[config.mk]
export PLATFORM = sky130hd
export DESIGN_NAME = fit_residual_sequencer
export DESIGN_NICKNAME = d
export VERILOG_FILES = /design/src/rtl/fit_residual_sequencer.sv
export SDC_FILE = /design/constraint.sdc
export NUM_CORES = 1
export LEC_CHECK = 0
export BUFFER_PORTS_ARGS = -buffer_cell sky130_fd_sc_hd__buf_2
export CAP_MARGIN = 20
export CORE_MARGIN = 1.5
export CORE_UTILIZATION = 52
export CTS_CLUSTER_DIAMETER = 200
export CTS_CLUSTER_SIZE = 20
export DETAILED_ROUTE_END_ITERATION = 10
export PLACE_DENSITY = 0.73
export SLEW_MARGIN = 20
export SYNTH_ARGS = -nofsm -noshare
export SYNTH_HDL_FRONTEND = slang
export SYNTH_SLANG_ARGS = --single-unit
[constraint.sdc]
create_clock -name clk -period 4.7 [get_ports clk]
set_input_delay 0.47 -clock clk [delete_from_list [all_inputs] [get_ports clk]]
set_output_delay 0.47 -clock clk [all_outputs]
set_load 0.1 [all_outputs]
[src/rtl/fit_residual_sequencer.sv]
// fit_residual_sequencer: reads one event's residual words from the fit-input
// buffer, groups consecutive words by track ID and emits one summary record
// per track (layer mask, stub count, saturated phi/z sums), then pulses done.
module fit_residual_sequencer #(
    parameter int RD_LAT = 1,
    parameter int SUM_W  = 16
) (
    input  logic             clk,
    input  logic             reset,
    input  logic             start,
    input  logic [5:0]       number,
    input  logic [35:0]      res_in,
    output logic             read_en,
    output logic             track_valid,
    output logic [6:0]       track_id,
    output logic [5:0]       layer_mask,
    output logic [2:0]       nstubs,
    output logic [SUM_W-1:0] sum_phi,
    output logic [SUM_W-1:0] sum_z,
    output logic             dup_flag,
    output logic             busy,
    output logic             done
);

    typedef enum logic [1:0] {S_IDLE, S_READ, S_DRAIN, S_FLUSH} state_t;

    // The drain wait is RD_LAT cycles; an empty event also takes this path so
    // that its done pulse lands at the same offset as a one-word event minus one.
    localparam logic [2:0] DRAIN_INIT = 3'(RD_LAT - 1);

    state_t             state_q, state_d;
    logic [5:0]         rd_rem_q, rd_rem_d;
    logic [2:0]         drain_q, drain_d;
    logic [RD_LAT-1:0]  pipe_q, pipe_d, pipe_shift;

    // Open (accumulating) track
    logic               open_q, open_d;
    logic [6:0]         trk_id_q, trk_id_d;
    logic [5:0]         trk_mask_q, trk_mask_d;
    logic [2:0]         trk_nst_q, trk_nst_d;
    logic [SUM_W-1:0]   trk_phi_q, trk_phi_d;
    logic [SUM_W-1:0]   trk_z_q, trk_z_d;
    logic               trk_dup_q, trk_dup_d;

    // Registered record (emitted on an ID change, held between strobes)
    logic               out_valid_q, out_valid_d;
    logic [6:0]         out_id_q, out_id_d;
    logic [5:0]         out_mask_q, out_mask_d;
    logic [2:0]         out_nst_q, out_nst_d;
    logic [SUM_W-1:0]   out_phi_q, out_phi_d;
    logic [SUM_W-1:0]   out_z_q, out_z_d;
    logic               out_dup_q, out_dup_d;

    logic               capture, fresh, flush_emit;
    logic [7:0]         lbit;
    logic [5:0]         acc_mask;
    logic [2:0]         acc_nst;
    logic [SUM_W-1:0]   acc_phi, acc_z;
    logic               acc_dup;

    // Add a 13-bit signed residual to the running sum, clamping instead of wrapping.
    function automatic logic [SUM_W-1:0] sat_add(input logic [SUM_W-1:0] acc,
                                                 input logic [12:0] res);
        logic [SUM_W:0] s;
        s = {acc[SUM_W-1], acc} + {{(SUM_W-12){res[12]}}, res};
        if (s[SUM_W] != s[SUM_W-1])
            sat_add = s[SUM_W] ? {1'b1, {(SUM_W-1){1'b0}}} : {1'b0, {(SUM_W-1){1'b1}}};
        else
            sat_add = s[SUM_W-1:0];
    endfunction

    // Latency pipe: bit k is the read strobe delayed by k+1 cycles
    assign pipe_shift[0] = read_en;
    generate
        for (genvar gi = 1; gi < RD_LAT; gi++) begin : g_pipe
            assign pipe_shift[gi] = pipe_q[gi-1];
        end
    endgenerate

    assign read_en    = (state_q == S_READ);
    assign busy       = (state_q != S_IDLE);
    // A record strobed from the ID-change path in FLUSH pushes the last track one cycle later
    assign flush_emit = (state_q == S_FLUSH) && open_q && !out_valid_q;
    assign done       = (state_q == S_FLUSH) && !(out_valid_q && open_q);
    assign capture    = pipe_q[RD_LAT-1] && (res_in != '0) && !start;

    assign track_valid = out_valid_q | flush_emit;
    assign track_id    = flush_emit ? trk_id_q   : out_id_q;
    assign layer_mask  = flush_emit ? trk_mask_q : out_mask_q;
    assign nstubs      = flush_emit ? trk_nst_q  : out_nst_q;
    assign sum_phi     = flush_emit ? trk_phi_q  : out_phi_q;
    assign sum_z       = flush_emit ? trk_z_q    : out_z_q;
    assign dup_flag    = flush_emit ? trk_dup_q  : out_dup_q;

    // Next-state, grouping/accumulation and record hand-off
    always_comb begin
        state_d     = state_q;
        rd_rem_d    = rd_rem_q;
        drain_d     = drain_q;
        pipe_d      = pipe_shift;
        open_d      = open_q;
        trk_id_d    = trk_id_q;
        trk_mask_d  = trk_mask_q;
        trk_nst_d   = trk_nst_q;
        trk_phi_d   = trk_phi_q;
        trk_z_d     = trk_z_q;
        trk_dup_d   = trk_dup_q;
        out_valid_d = 1'b0;
        out_id_d    = out_id_q;
        out_mask_d  = out_mask_q;
        out_nst_d   = out_nst_q;
        out_phi_d   = out_phi_q;
        out_z_d     = out_z_q;
        out_dup_d   = out_dup_q;
        fresh       = 1'b0;
        lbit        = 8'd0;
        acc_mask    = 6'd0;
        acc_nst     = 3'd0;
        acc_phi     = '0;
        acc_z       = '0;
        acc_dup     = 1'b0;

        case (state_q)
            S_READ: begin
                rd_rem_d = rd_rem_q - 6'd1;
                if (rd_rem_q == 6'd1)
                    state_d = S_DRAIN;
            end
            S_DRAIN: begin
                if (drain_q == 3'd0)
                    state_d = S_FLUSH;
                else
                    drain_d = drain_q - 3'd1;
            end
            S_FLUSH: begin
                if (done)
                    state_d = S_IDLE;
            end
            default: ;
        endcase

        if (capture) begin
            fresh = !open_q || (res_in[35:29] != trk_id_q);
            if (open_q && fresh) begin
                out_valid_d = 1'b1;
                out_id_d    = trk_id_q;
                out_mask_d  = trk_mask_q;
                out_nst_d   = trk_nst_q;
                out_phi_d   = trk_phi_q;
                out_z_d     = trk_z_q;
                out_dup_d   = trk_dup_q;
            end
            if (!fresh) begin
                acc_mask = trk_mask_q;
                acc_nst  = trk_nst_q;
                acc_phi  = trk_phi_q;
                acc_z    = trk_z_q;
                acc_dup  = trk_dup_q;
            end
            lbit = 8'd1 << res_in[28:26];
            if ((res_in[28:26] >= 3'd6) || ((acc_mask & lbit[5:0]) != 6'd0)) begin
                acc_dup = 1'b1;
            end else begin
                acc_mask = acc_mask | lbit[5:0];
                acc_nst  = acc_nst + 3'd1;
                acc_phi  = sat_add(acc_phi, res_in[25:13]);
                acc_z    = sat_add(acc_z, res_in[12:0]);
            end
            open_d     = 1'b1;
            trk_id_d   = res_in[35:29];
            trk_mask_d = acc_mask;
            trk_nst_d  = acc_nst;
            trk_phi_d  = acc_phi;
            trk_z_d    = acc_z;
            trk_dup_d  = acc_dup;
        end

        if (flush_emit) begin
            out_id_d   = trk_id_q;
            out_mask_d = trk_mask_q;
            out_nst_d  = trk_nst_q;
            out_phi_d  = trk_phi_q;
            out_z_d    = trk_z_q;
            out_dup_d  = trk_dup_q;
            open_d     = 1'b0;
        end

        // Start always begins a fresh event; while busy this aborts the current one
        if (start) begin
            state_d     = (number == 6'd0) ? S_DRAIN : S_READ;
            rd_rem_d    = number;
            drain_d     = DRAIN_INIT;
            pipe_d      = '0;
            open_d      = 1'b0;
            trk_id_d    = 7'd0;
            trk_mask_d  = 6'd0;
            trk_nst_d   = 3'd0;
            trk_phi_d   = '0;
            trk_z_d     = '0;
            trk_dup_d   = 1'b0;
            out_valid_d = 1'b0;
        end
    end

    // State and datapath registers with synchronous reset
    always_ff @(posedge clk) begin
        if (reset) begin
            state_q     <= S_IDLE;
            rd_rem_q    <= 6'd0;
            drain_q     <= 3'd0;
            pipe_q      <= '0;
            open_q      <= 1'b0;
            trk_id_q    <= 7'd0;
            trk_mask_q  <= 6'd0;
            trk_nst_q   <= 3'd0;
            trk_phi_q   <= '0;
            trk_z_q     <= '0;
            trk_dup_q   <= 1'b0;
            out_valid_q <= 1'b0;
            out_id_q    <= 7'd0;
            out_mask_q  <= 6'd0;
            out_nst_q   <= 3'd0;
            out_phi_q   <= '0;
            out_z_q     <= '0;
            out_dup_q   <= 1'b0;
        end else begin
            state_q     <= state_d;
            rd_rem_q    <= rd_rem_d;
            drain_q     <= drain_d;
            pipe_q      <= pipe_d;
            open_q      <= open_d;
            trk_id_q    <= trk_id_d;
            trk_mask_q  <= trk_mask_d;
            trk_nst_q   <= trk_nst_d;
            trk_phi_q   <= trk_phi_d;
            trk_z_q     <= trk_z_d;
            trk_dup_q   <= trk_dup_d;
            out_valid_q <= out_valid_d;
            out_id_q    <= out_id_d;
            out_mask_q  <= out_mask_d;
            out_nst_q   <= out_nst_d;
            out_phi_q   <= out_phi_d;
            out_z_q     <= out_z_d;
            out_dup_q   <= out_dup_d;
        end
    end

endmodule

==> impl_table.tex, run 1 <==
\begin{tabular}{lr}
\hline
Metric & Value \\
\hline
\multicolumn{2}{l}{\textbf{Outcome}} \\
Result of the run & finished clean \\
\multicolumn{2}{l}{\textbf{Logic synthesis}} \\
Dominant cell by count in the synthesized netlist & sky130\_fd\_sc\_hd\_\_nand2\_1 \\
Number of flops mapped to enable cells by yosys & 0 \\
Sequential-to-total area share from yosys stat & 31.17\% \\
Arithmetic-cell share of the synthesized area counting full adders, half adders and majority gates & 6.991\% \\
Synth cell count leaders & sky130\_fd\_sc\_hd\_\_nand2\_1 (167), sky130\_fd\_sc\_hd\_\_dfxtp\_1 (112), sky130\_fd\_sc\_hd\_\_a21oi\_1 (110), sky130\_fd\_sc\_hd\_\_nor2\_1 (55), sky130\_fd\_sc\_hd\_\_mux2\_2 (50) \\
Proportion of netlist area held by the largest area contributor & 31.17\% \\
Ys Warns & 0 \\
Number of standard cells after synthesis & 885 \\
Fraction of synthesis flops using an asynchronous set or reset pin & 0\% \\
Top area cells in the synthesized netlist & sky130\_fd\_sc\_hd\_\_dfxtp\_1 (31\%), sky130\_fd\_sc\_hd\_\_nand2\_1 (8.7\%), sky130\_fd\_sc\_hd\_\_mux2\_2 (7.8\%), sky130\_fd\_sc\_hd\_\_a21oi\_1 (7.7\%), sky130\_fd\_sc\_hd\_\_ha\_1 (6.4\%) \\
Count of state elements after synthesis & 112 \\
Cell variety after synth & 82 \\
Mean instance size in the synthesized netlist & 8.129 um\^{}2 \\
Main combinational cell family by area after synthesis & simple AND/OR/NAND/NOR gates \\
Share of synthesized cell area in and, or, nand and nor gates & 22.83\% \\
Total standard cell area after synthesis & 0.007194 mm\^{}2 \\
Post-synth net total & 969 \\
Cell taking the most area after synthesis & sky130\_fd\_sc\_hd\_\_dfxtp\_1 \\
Complex-gate fraction of the synthesized area & 20.92\% \\
Top FF cell, synth & sky130\_fd\_sc\_hd\_\_dfxtp\_1 \\
Post-synthesis mux area share & 8.417\% \\
Xor-xnor portion of the synthesized cell area & 4.261\% \\
\multicolumn{2}{l}{\textbf{Global routing}} \\
Combined global-route utilization of all metal layers & 25.33\% \\
Via count of the first global-routing pass & 6072 \\
Global-route wire length before repair & 29700 um \\
Most used routing layer in global routing & met2 \\
Maximum number of pins on one net before global-route repair & 61 \\
Global Route met2 Usage & 41.87\% \\
Met3 usage in global routing & 5.283\% \\
Met1 GRT Util & 33.64\% \\
Number of antenna violations at the first check in global routing & 0 \\
Grt ovf & 0 \\
\multicolumn{2}{l}{\textbf{Clock network}} \\
Clock transition time at the flip-flop clock pins of the worst setup and hold paths & 0.07 ns \\
Clock tree buffer depth & 2 \\
CTS Buf Count & 9 \\
Deepest level of the CTS H-tree & 3 \\
Post-cts hold buffer count & 0 \\
Buffers inserted during post-CTS setup optimization & 0 \\
Skew-Pair Late Insertion Delay & 0.36 ns \\
Clock tree from TritonCTS & yes \\
Clk Tree Root Cell & sky130\_fd\_sc\_hd\_\_clkbuf\_16 \\
Number of sinks on the clock net & 112 \\
Resized Gates After CTS & 0 \\
\multicolumn{2}{l}{\textbf{Routing}} \\
Remaining routing DRC violations & 0 \\
Routed wire length & 18170 um \\
Wirelength per Cell & 16.10 um \\
Initial DRT Pass Iterations & 5 \\
Via density per instance & 5.758 \\
First DRT Iteration DRCs & 414 \\
Number of nets with antenna violations after detailed routing & 0 \\
Via count of the routed design & 6501 \\
\multicolumn{2}{l}{\textbf{Run}} \\
Count of max-cap constraint violations & 0 \\
\multicolumn{2}{l}{\textbf{Floorplanning}} \\
DIE AREA & 0.01455 mm\^{}2 \\
Count of standard-cell rows & 42 \\
Height of the die & 120.6 um \\
IO Count & 98 \\
Width of the die & 120.6 um \\
Effective utilization at floorplan & 53.90\% \\
Placeable core region & 0.01335 mm\^{}2 \\
\multicolumn{2}{l}{\textbf{Cells and area}} \\
Final Net Count & 1033 \\
Number of filler cells placed in the layout & 1239 \\
Layout area overhead & 10.28\% \\
Number of antenna cells inserted & 0 \\
Layout cell share with drive strength beyond 1 & 21.30\% \\
Multi-input gate area in the final layout & 0.004572 mm\^{}2 \\
Seq. cell area & 0.002242 mm\^{}2 \\
\multicolumn{2}{l}{\textbf{Setup path}} \\
Worst Setup Start Kind & flip-flop \\
Type of the worst setup path & reg2reg \\
Largest fanout on the critical path & 34 \\
Critical Path End Type & flip-flop \\
Arrival time at the worst endpoint & 4.13 ns \\
Endpoint required time on the critical path & 4.98 ns \\
\multicolumn{2}{l}{\textbf{STA}} \\
Worst slew margin relative to its limit & 28.04\% \\
Worst hold slack across all endpoints & 0.3625 ns \\
Fmax & 259.5 MHz \\
RSZ-0062 raised after global routing & no \\
Transition time at the pin with the least slew margin & 1.079 ns \\
Total of endpoints with negative setup slack in the final report & 0 \\
Fin crit share & 81.99\% \\
Setup TNS & 0 ns \\
Worst clock skew & 0.009487 ns \\
Fin. max-slew vios & 0 \\
Time the final worst path needs with I/O delays and setup & 3.853 ns \\
Hold Vio Cnt, Final & 0 \\
\multicolumn{2}{l}{\textbf{Hold path}} \\
Path category of the worst min-delay check & in2reg \\
\multicolumn{2}{l}{\textbf{Placed design}} \\
HPWL after detailed placement & 12970 um \\
Routability cong. & 0.9113 \\
Buffers on Ports & 97 \\
\multicolumn{2}{l}{\textbf{Pwr}} \\
Power Dens Cells & 236.4 mW/mm\^{}2 \\
Peak supply drop & 0.0001878 V \\
Total leakage power & 0.003391 uW \\
Power Total & 1876 uW \\
\hline
\end{tabular}
## kinds of logic after synthesis
group	after synthesis
compound gates	226
fa+ha+maj	39
buf+inv	76
flops	112
mux	53
xor+xnor	35
simple gates	344
## cell usage in the layout (no fill, tap or decap), types with 5 or more instances in the layout
cell type                     n
sky130_fd_sc_hd__a21o_1       5
sky130_fd_sc_hd__nand2b_1     6
sky130_fd_sc_hd__a211oi_2     6
sky130_fd_sc_hd__o21a_1       7
sky130_fd_sc_hd__ha_1        37
sky130_fd_sc_hd__o21ai_1     10
sky130_fd_sc_hd__inv_1       24
sky130_fd_sc_hd__a211oi_1    16
sky130_fd_sc_hd__nor4_1      10
sky130_fd_sc_hd__clkbuf_16    9
sky130_fd_sc_hd__nand3_1     12
sky130_fd_sc_hd__dfxtp_1    112
sky130_fd_sc_hd__nor2_1      55
sky130_fd_sc_hd__xor2_1      16
sky130_fd_sc_hd__a21oi_1    110
sky130_fd_sc_hd__buf_2       97
sky130_fd_sc_hd__o211ai_1     9
sky130_fd_sc_hd__a31oi_1      8
sky130_fd_sc_hd__xnor2_1     19
sky130_fd_sc_hd__buf_4        8
sky130_fd_sc_hd__and3_1      37
sky130_fd_sc_hd__nor3_1      16
sky130_fd_sc_hd__nand2_1    167
sky130_fd_sc_hd__mux2_2      50
sky130_fd_sc_hd__o21ai_0     16
sky130_fd_sc_hd__nand4_1      7
## metrics by stage
stage          utilization (%)  area, um^2  setup slack, ns  instances
2_1_floorplan                -        7194            1.206        885
3_3_place_gp             57.41        7662           0.6808       1114
3_5_place_dp             57.41        7662           0.6204       1114
4_1_cts                  59.38        7926           0.8488       1129
5_1_grt                  59.44        7934           0.5391       1129
6_report                 59.44        7934           0.8466       1129
## state kept, by name, indices dropped and copies added (netlist names), 6 cells and up
signal / count
out_id_q: 7
out_mask_q: 6
out_z_q: 16
trk_id_q: 7
out_phi_q: 16
trk_mask_q: 6
trk_z_q: 16
rd_rem_q: 6
trk_phi_q: 16
## area by class of cell
type                       count  share of cell area (%)
inverter                      24                   1.135
clock buffer                  11                   2.933
clock inverter                 4                  0.3943
tap                          176                   2.776
timing repair buffer         105                   6.876
multi-input combinational    697                   57.62
sequential                   112                   28.26
## worst max-delay path: stages (launching register included)
cell	delay, ns
sky130_fd_sc_hd__dfxtp_1	0.34
sky130_fd_sc_hd__xor2_1	0.19
sky130_fd_sc_hd__nor4_4	0.32
sky130_fd_sc_hd__buf_4	0.39
sky130_fd_sc_hd__and3_1	0.22
sky130_fd_sc_hd__ha_1	0.19
sky130_fd_sc_hd__inv_1	0.06
sky130_fd_sc_hd__fa_1	0.38
sky130_fd_sc_hd__nand2b_1	0.19
sky130_fd_sc_hd__a21oi_1	0.26
sky130_fd_sc_hd__o211ai_1	0.14
sky130_fd_sc_hd__a21oi_1	0.26
sky130_fd_sc_hd__or2_1	0.36
sky130_fd_sc_hd__nand2_1	0.27
sky130_fd_sc_hd__o21ai_0	0.22
## report_power, final
part	switching, uW	leakage, uW	total, uW	internal, uW
combinational	128	0.00236	196	68.3
clock	354	0.000130	715	361
sequential	8.60	0.000904	965	956
total	491	0.00339	1880	1380
## layer usage
metal | wire (um) | up-vias
met2 | 8707 | 154
met1 | 8246 | 3048
met3 | 920 | 21
met4 | 299 | 0
li1 | - | 3278
met5 | 0 | -
## path summary, 6_finish.rpt
path | cells after the start | slack (ns) | endpoint | from
worst min-delay path | 3 | 0.36 | rd_rem_q[2]$_SDFFE_PP0P_ | number[2]
worst min register to register | 2 | 0.45 | out_phi_q[11]$_SDFFE_PP0P_ | out_phi_q[11]$_SDFFE_PP0P_
worst max-delay path | 14 | 0.85 | trk_phi_q[11]$_SDFFE_PP0P_ | trk_id_q[3]$_SDFFE_PP0P_
worst max register to register | 14 | 0.85 | trk_phi_q[11]$_SDFFE_PP0P_ | trk_id_q[3]$_SDFFE_PP0P_
Note: power is estimated with default switching activity, not from simulation.
==> inputs of run 2 (changes only) <==
Settings changed: PLACE_DENSITY 0.73 to 0.76.
Clock period 4.7 ns to 3.3 ns, I/O delays scaled along.
==> impl_table.tex, run 2 (synthesis results as in run 1) <==
\begin{tabular}{lr}
\hline
Metric & Value \\
\hline
\multicolumn{2}{l}{\textbf{Outcome}} \\
Result of the run & finished with violations \\
Violations in the final reports & setup timing \\
\multicolumn{2}{l}{\textbf{Cells and area}} \\
Layout area overhead & 27.70\% \\
End-of-flow core utilization & 68.83\% \\
Layout Cells excl Fill & 1239 \\
Commonest non-fill, non-tap cell in the layout & sky130\_fd\_sc\_hd\_\_nand2\_1 \\
Number of antenna cells inserted & 0 \\
Final Net Count & 1142 \\
Most used cells in the layout excluding fill and tap cells & sky130\_fd\_sc\_hd\_\_nand2\_1 (164), sky130\_fd\_sc\_hd\_\_dfxtp\_1 (107), sky130\_fd\_sc\_hd\_\_buf\_4 (106) \\
Layout cell share with drive strength beyond 1 & 33.96\% \\
\multicolumn{2}{l}{\textbf{Setup path}} \\
Depth of the most critical reg-to-reg path & 14 \\
Type of the worst setup path & reg2reg \\
Arrival time at the worst endpoint & 3.61 ns \\
Largest fanout on the critical path & 8 \\
Startpoint of the worst register-to-register path & trk\_id\_q[5]\$\_SDFFE\_PP0P\_ \\
Critical Path End Type & flip-flop \\
Reg2Reg Capture Point & trk\_z\_q[4]\$\_SDFFE\_PP0P\_ \\
Endpoint required time on the critical path & 3.58 ns \\
Worst Setup Start Kind & flip-flop \\
Flop-to-flop setup slack & -0.03 ns \\
\multicolumn{2}{l}{\textbf{Clock network}} \\
Number of sinks on the clock net & 112 \\
Clock tree buffer depth & 2 \\
Clock tree from TritonCTS & yes \\
Clock transition time at the flip-flop clock pins of the worst setup and hold paths & 0.08 ns \\
Deepest level of the CTS H-tree & 3 \\
Skew-Pair Late Insertion Delay & 0.36 ns \\
Clk Tree Root Cell & sky130\_fd\_sc\_hd\_\_clkbuf\_16 \\
CTS Buf Count & 9 \\
Post-cts hold buffer count & 0 \\
\multicolumn{2}{l}{\textbf{Floorplanning}} \\
DIE AREA & 0.01455 mm\^{}2 \\
Width of the die & 120.6 um \\
Height of the die & 120.6 um \\
Effective utilization at floorplan & 53.90\% \\
Placeable core region & 0.01335 mm\^{}2 \\
Count of standard-cell rows & 42 \\
IO Count & 98 \\
\multicolumn{2}{l}{\textbf{Global routing}} \\
Maximum number of pins on one net before global-route repair & 43 \\
Combined global-route utilization of all metal layers & 28.59\% \\
Global-route wire length before repair & 33300 um \\
Via count of the first global-routing pass & 6852 \\
Grt ovf & 0 \\
Number of antenna violations at the first check in global routing & 0 \\
\multicolumn{2}{l}{\textbf{Hold path}} \\
Path category of the worst min-delay check & in2reg \\
Hold path endpoint & rd\_rem\_q[2]\$\_SDFFE\_PP0P\_ \\
Worst hold start & number[2] \\
Hold Path Cell Cnt & 3 \\
\multicolumn{2}{l}{\textbf{Pwr}} \\
Total leakage power & 0.004014 uW \\
Power Dens Cells & 313.7 mW/mm\^{}2 \\
Peak supply drop & 0.0003230 V \\
\multicolumn{2}{l}{\textbf{Routing}} \\
Via density per instance & 5.883 \\
Wirelength per Cell & 17.58 um \\
First DRT Iteration DRCs & 507 \\
Post-Route M1 WL & 9320 um \\
Highest layer used for signal routing & met4 \\
Routed wire length & 21780 um \\
Met2 Routed Length & 10520 um \\
Initial DRT Pass Iterations & 6 \\
Via count of the routed design & 7289 \\
Met3 Routed Length & 1257 um \\
Number of nets with antenna violations after detailed routing & 0 \\
Remaining routing DRC violations & 0 \\
\multicolumn{2}{l}{\textbf{STA}} \\
Fmax & 300.4 MHz \\
Transition time at the pin with the least slew margin & 0.6511 ns \\
Worst hold slack across all endpoints & 0.2172 ns \\
RSZ-0062 raised after global routing & yes \\
Total of endpoints with negative setup slack in the final report & 1 \\
Time the final worst path needs with I/O delays and setup & 3.328 ns \\
Worst clock skew & 0.006934 ns \\
Fin crit share & 100.9\% \\
Hold Vio Cnt, Final & 0 \\
Fin. max-slew vios & 0 \\
Min setup slack post-route & -0.02835 ns \\
Worst slew margin relative to its limit & 56.50\% \\
\multicolumn{2}{l}{\textbf{Placed design}} \\
Cells after DPL & 1207 \\
Buffers on Ports & 97 \\
Routability cong. & 0.9176 \\
HPWL after detailed placement & 14610 um \\
\multicolumn{2}{l}{\textbf{Run}} \\
Count of max-cap constraint violations & 0 \\
\hline
\end{tabular}
-- run 2: power by group --
part           internal, uW  switching [uW]  total, uW
clock                   617             533       1150
sequential             1360            12.2       1370
combinational           147             212        359
total                  2120             758       2880
-- run 2: layer usage --
layer,GRT usage (%),vias up
met1,36.24,3471
met4,11.54,0
li1,-,3487
met3,4.434,56
met2,48.51,275
met5,0,-
-- run 2: worst max path at each step --
stage	startpoint	cells past startpoint	to	slack (ns)
3_3_place_gp	res_in[29]	15	trk_phi_q[11]$_SDFFE_PP0P_	-0.23
5_1_grt	open_q$_SDFFE_PP0P_	14	trk_z_q[10]$_SDFFE_PP0P_	-0.14
6_report	trk_id_q[5]$_SDFFE_PP0P_	14	trk_z_q[4]$_SDFFE_PP0P_	-0.03
3_5_place_dp	res_in[29]	15	trk_phi_q[9]$_SDFFE_PP0P_	-0.32
2_1_floorplan	trk_id_q[0]$_SDFFE_PP0P_	14	trk_z_q[1]$_SDFFE_PP0P_	0.004
4_1_cts	trk_id_q[3]$_SDFFE_PP0P_	16	trk_z_q[10]$_SDFFE_PP0P_	0.006
-- run 2: worst max-delay path, cell delays in order (launching register included) --
cell and delay, ns:
sky130_fd_sc_hd__dfxtp_4 0.37, sky130_fd_sc_hd__xor2_4 0.16, sky130_fd_sc_hd__nor4b_4 0.35, sky130_fd_sc_hd__buf_4 0.21, sky130_fd_sc_hd__clkbuf_16 0.17, sky130_fd_sc_hd__and3_1 0.16, sky130_fd_sc_hd__ha_1 0.25, sky130_fd_sc_hd__o21ai_1 0.12
sky130_fd_sc_hd__o21bai_1 0.12, sky130_fd_sc_hd__o22a_2 0.26, sky130_fd_sc_hd__a31oi_4 0.22, sky130_fd_sc_hd__mux2i_4 0.37, sky130_fd_sc_hd__buf_4 0.19, sky130_fd_sc_hd__a31oi_1 0.09, sky130_fd_sc_hd__a211oi_2 0.21
-- run 2: what timing repair did --
action,4_1_cts,5_1_grt
cloned,1,4
buffers inserted,6,6
setup endpoints to repair,31,31
pin swaps,9,38
gates resized for setup,16,54
endpoints found under the hold margin,0,0
-- run 2: cell type report --
type	count	area (um^2)
timing repair buffer	214	1471
inverter	24	90.09
tap	176	220.2
sequential	112	2251
clock buffer	11	242.7
clock inverter	5	63.81
multi-input combinational	697	4848
fill	1075	4160
-- run 2: stage by stage --
step / instance area (um^2) / total power [uW] / setup WS (ns) / setup TNS [ns]
final: 9188 / 2882 / -0.02835 / -0.02835
after global routing: 9188 / 2964 / -0.1352 / -2.510
after CTS: 8833 / 2855 / 0.006431 / 0
after detailed placement: 8398 / 1725 / -0.3185 / -7.585
after global placement: 8398 / 1722 / -0.2345 / -4.830
after floorplan: 7201 / 1602 / 0.003798 / 0
==> inputs of run 3 (changes only) <==
Settings changed: CTS_BUF_LIST set to sky130_fd_sc_hd__clkbuf_4.
==> impl_table.tex, run 3 (synthesis results as in run 1) <==
\begin{tabular}{lr}
\hline
Metric & Value \\
\hline
\multicolumn{2}{l}{\textbf{STA}} \\
Fin crit share & 101.2\% \\
Fin. max-slew vios & 0 \\
Worst hold slack across all endpoints & 0.07121 ns \\
Total of endpoints with negative setup slack in the final report & 11 \\
Hold Vio Cnt, Final & 0 \\
Worst slew margin relative to its limit & 53.76\% \\
Fmax & 299.5 MHz \\
RSZ-0062 raised after global routing & yes \\
Time the final worst path needs with I/O delays and setup & 3.339 ns \\
Transition time at the pin with the least slew margin & 0.6921 ns \\
Worst clock skew & 0.02030 ns \\
Min setup slack post-route & -0.03870 ns \\
\multicolumn{2}{l}{\textbf{Floorplanning}} \\
DIE AREA & 0.01455 mm\^{}2 \\
Count of standard-cell rows & 42 \\
Height of the die & 120.6 um \\
Width of the die & 120.6 um \\
IO Count & 98 \\
Placeable core region & 0.01335 mm\^{}2 \\
Effective utilization at floorplan & 53.90\% \\
\multicolumn{2}{l}{\textbf{Clock network}} \\
Clk Tree Root Cell & sky130\_fd\_sc\_hd\_\_clkbuf\_4 \\
Number of sinks on the clock net & 112 \\
Skew-Pair Late Insertion Delay & 0.50 ns \\
CTS Buf Count & 9 \\
Clock tree buffer depth & 2 \\
Clock tree from TritonCTS & yes \\
Post-cts hold buffer count & 0 \\
Deepest level of the CTS H-tree & 3 \\
Clock transition time at the flip-flop clock pins of the worst setup and hold paths & 0.18 ns \\
\multicolumn{2}{l}{\textbf{Routing}} \\
Number of nets with antenna violations after detailed routing & 0 \\
Remaining routing DRC violations & 0 \\
Routed wire length & 21440 um \\
Wirelength per Cell & 17.29 um \\
Via count of the routed design & 7214 \\
Via density per instance & 5.818 \\
First DRT Iteration DRCs & 567 \\
Initial DRT Pass Iterations & 6 \\
\multicolumn{2}{l}{\textbf{Setup path}} \\
Arrival time at the worst endpoint & 3.76 ns \\
Endpoint required time on the critical path & 3.72 ns \\
Worst Setup Start Kind & flip-flop \\
Critical Path End Type & flip-flop \\
Largest fanout on the critical path & 8 \\
Type of the worst setup path & reg2reg \\
\multicolumn{2}{l}{\textbf{Cells and area}} \\
Seq. cell area & 0.002252 mm\^{}2 \\
Layout cell share with drive strength beyond 1 & 34.90\% \\
Layout Cells excl Fill & 1240 \\
Total non-filler cell area in the finished layout & 0.009095 mm\^{}2 \\
Number of filler cells placed in the layout & 1109 \\
Most used cells in the layout excluding fill and tap cells & sky130\_fd\_sc\_hd\_\_nand2\_1 (164), sky130\_fd\_sc\_hd\_\_dfxtp\_1 (106), sky130\_fd\_sc\_hd\_\_buf\_4 (105) \\
Multi-input gate area in the final layout & 0.004912 mm\^{}2 \\
Final Net Count & 1142 \\
Layout area overhead & 26.42\% \\
Commonest non-fill, non-tap cell in the layout & sky130\_fd\_sc\_hd\_\_nand2\_1 \\
\multicolumn{2}{l}{\textbf{Global routing}} \\
Number of antenna violations at the first check in global routing & 1 \\
Grt ovf & 0 \\
Via count of the first global-routing pass & 6755 \\
Maximum number of pins on one net before global-route repair & 43 \\
Global-route wire length before repair & 32990 um \\
Combined global-route utilization of all metal layers & 28.29\% \\
\multicolumn{2}{l}{\textbf{Outcome}} \\
Result of the run & finished with violations \\
Violations in the final reports & setup timing \\
\multicolumn{2}{l}{\textbf{Placed design}} \\
Pre-CTS WS & -0.3185 ns \\
Buffers on Ports & 97 \\
HPWL after detailed placement & 14610 um \\
Instance area at placement & 0.008398 mm\^{}2 \\
Routability cong. & 0.9176 \\
Cells after DPL & 1207 \\
\multicolumn{2}{l}{\textbf{Run}} \\
Count of max-cap constraint violations & 0 \\
\multicolumn{2}{l}{\textbf{Hold path}} \\
Path category of the worst min-delay check & in2reg \\
\multicolumn{2}{l}{\textbf{Pwr}} \\
Total leakage power & 0.003954 uW \\
Power Dens Cells & 270.4 mW/mm\^{}2 \\
Power Total & 2459 uW \\
Peak supply drop & 0.0003256 V \\
\hline
\end{tabular}
run 3: cell count changes in the layout (fill, tap and decap cells not counted), sizes merged:
cell	delta
clkinv	+1
clkbuf	-1
diode	+1
run 3: per-layer routing:
| layer | routed length, um | GRT usage (%) |
|---|---|---|
| met5 | 0 | 0 |
| met4 | 571 | 10.51 |
| met3 | 1394 | 4.198 |
| met2 | 10230 | 47.83 |
| met1 | 9241 | 36.48 |
run 3: final cells by class:
cell class                 count  area share (%)
antenna                        1         0.02751
clock buffer                  10          0.8254
clock inverter                 6          0.7429
inverter                      24          0.9905
multi-input combinational    697           54.01
sequential                   112           24.76
tap                          176           2.421
timing repair buffer         214           16.22
run 3: report_power, final:
group | switching, uW | internal, uW | total [uW] | leakage, uW
registers | 12.2 | 1360 | 1380 | 0.000907
logic | 214 | 149 | 362 | 0.00297
clock network | 478 | 243 | 721 | 0.0000746
total | 704 | 1760 | 2460 | 0.00395
run 3: per-stage QoR:
| stage | TNS [ns] | utilization [%] |
|---|---|---|
| after detailed placement | -7.585 | 62.92 |
| after global routing | -3.518 | 68.14 |
| after floorplan | 0 | - |
| after CTS | -0.004240 | 65.07 |
| final | -0.2023 | 68.14 |
| after global placement | -4.830 | 62.92 |
run 3: worst paths after layout:
path	endpoint	slack, ns	startpoint	depth (start not counted)
setup / recovery	trk_z_q[11]$_SDFFE_PP0P_	-0.04	trk_id_q[5]$_SDFFE_PP0P_	14
setup reg to reg	trk_z_q[11]$_SDFFE_PP0P_	-0.04	trk_id_q[5]$_SDFFE_PP0P_	14
hold reg to reg	out_nst_q[2]$_SDFFE_PP0P_	0.46	out_nst_q[2]$_SDFFE_PP0P_	2
hold / removal	rd_rem_q[2]$_SDFFE_PP0P_	0.07	number[2]	3
run 3: repair_timing:
action | CTS | global route
setup buffers | 6 | 6
pin swaps | 10 | 30
cloned | 2 | 3
setup endpoints to repair | 31 | 31
resized for setup | 20 | 58
run 3: worst max-delay path: stages (launching register included):
cell and delay [ns]:
sky130_fd_sc_hd__dfxtp_4 0.41, sky130_fd_sc_hd__xor2_4 0.19, sky130_fd_sc_hd__nor4b_4 0.35, sky130_fd_sc_hd__buf_4 0.20, sky130_fd_sc_hd__clkbuf_16 0.16, sky130_fd_sc_hd__and3_1 0.16
sky130_fd_sc_hd__ha_1 0.25, sky130_fd_sc_hd__o21ai_1 0.12, sky130_fd_sc_hd__o21bai_1 0.11, sky130_fd_sc_hd__o22a_2 0.26, sky130_fd_sc_hd__a31oi_4 0.22, sky130_fd_sc_hd__mux2i_4 0.37
sky130_fd_sc_hd__buf_4 0.20, sky130_fd_sc_hd__a21oi_1 0.08, sky130_fd_sc_hd__o21ai_0 0.18
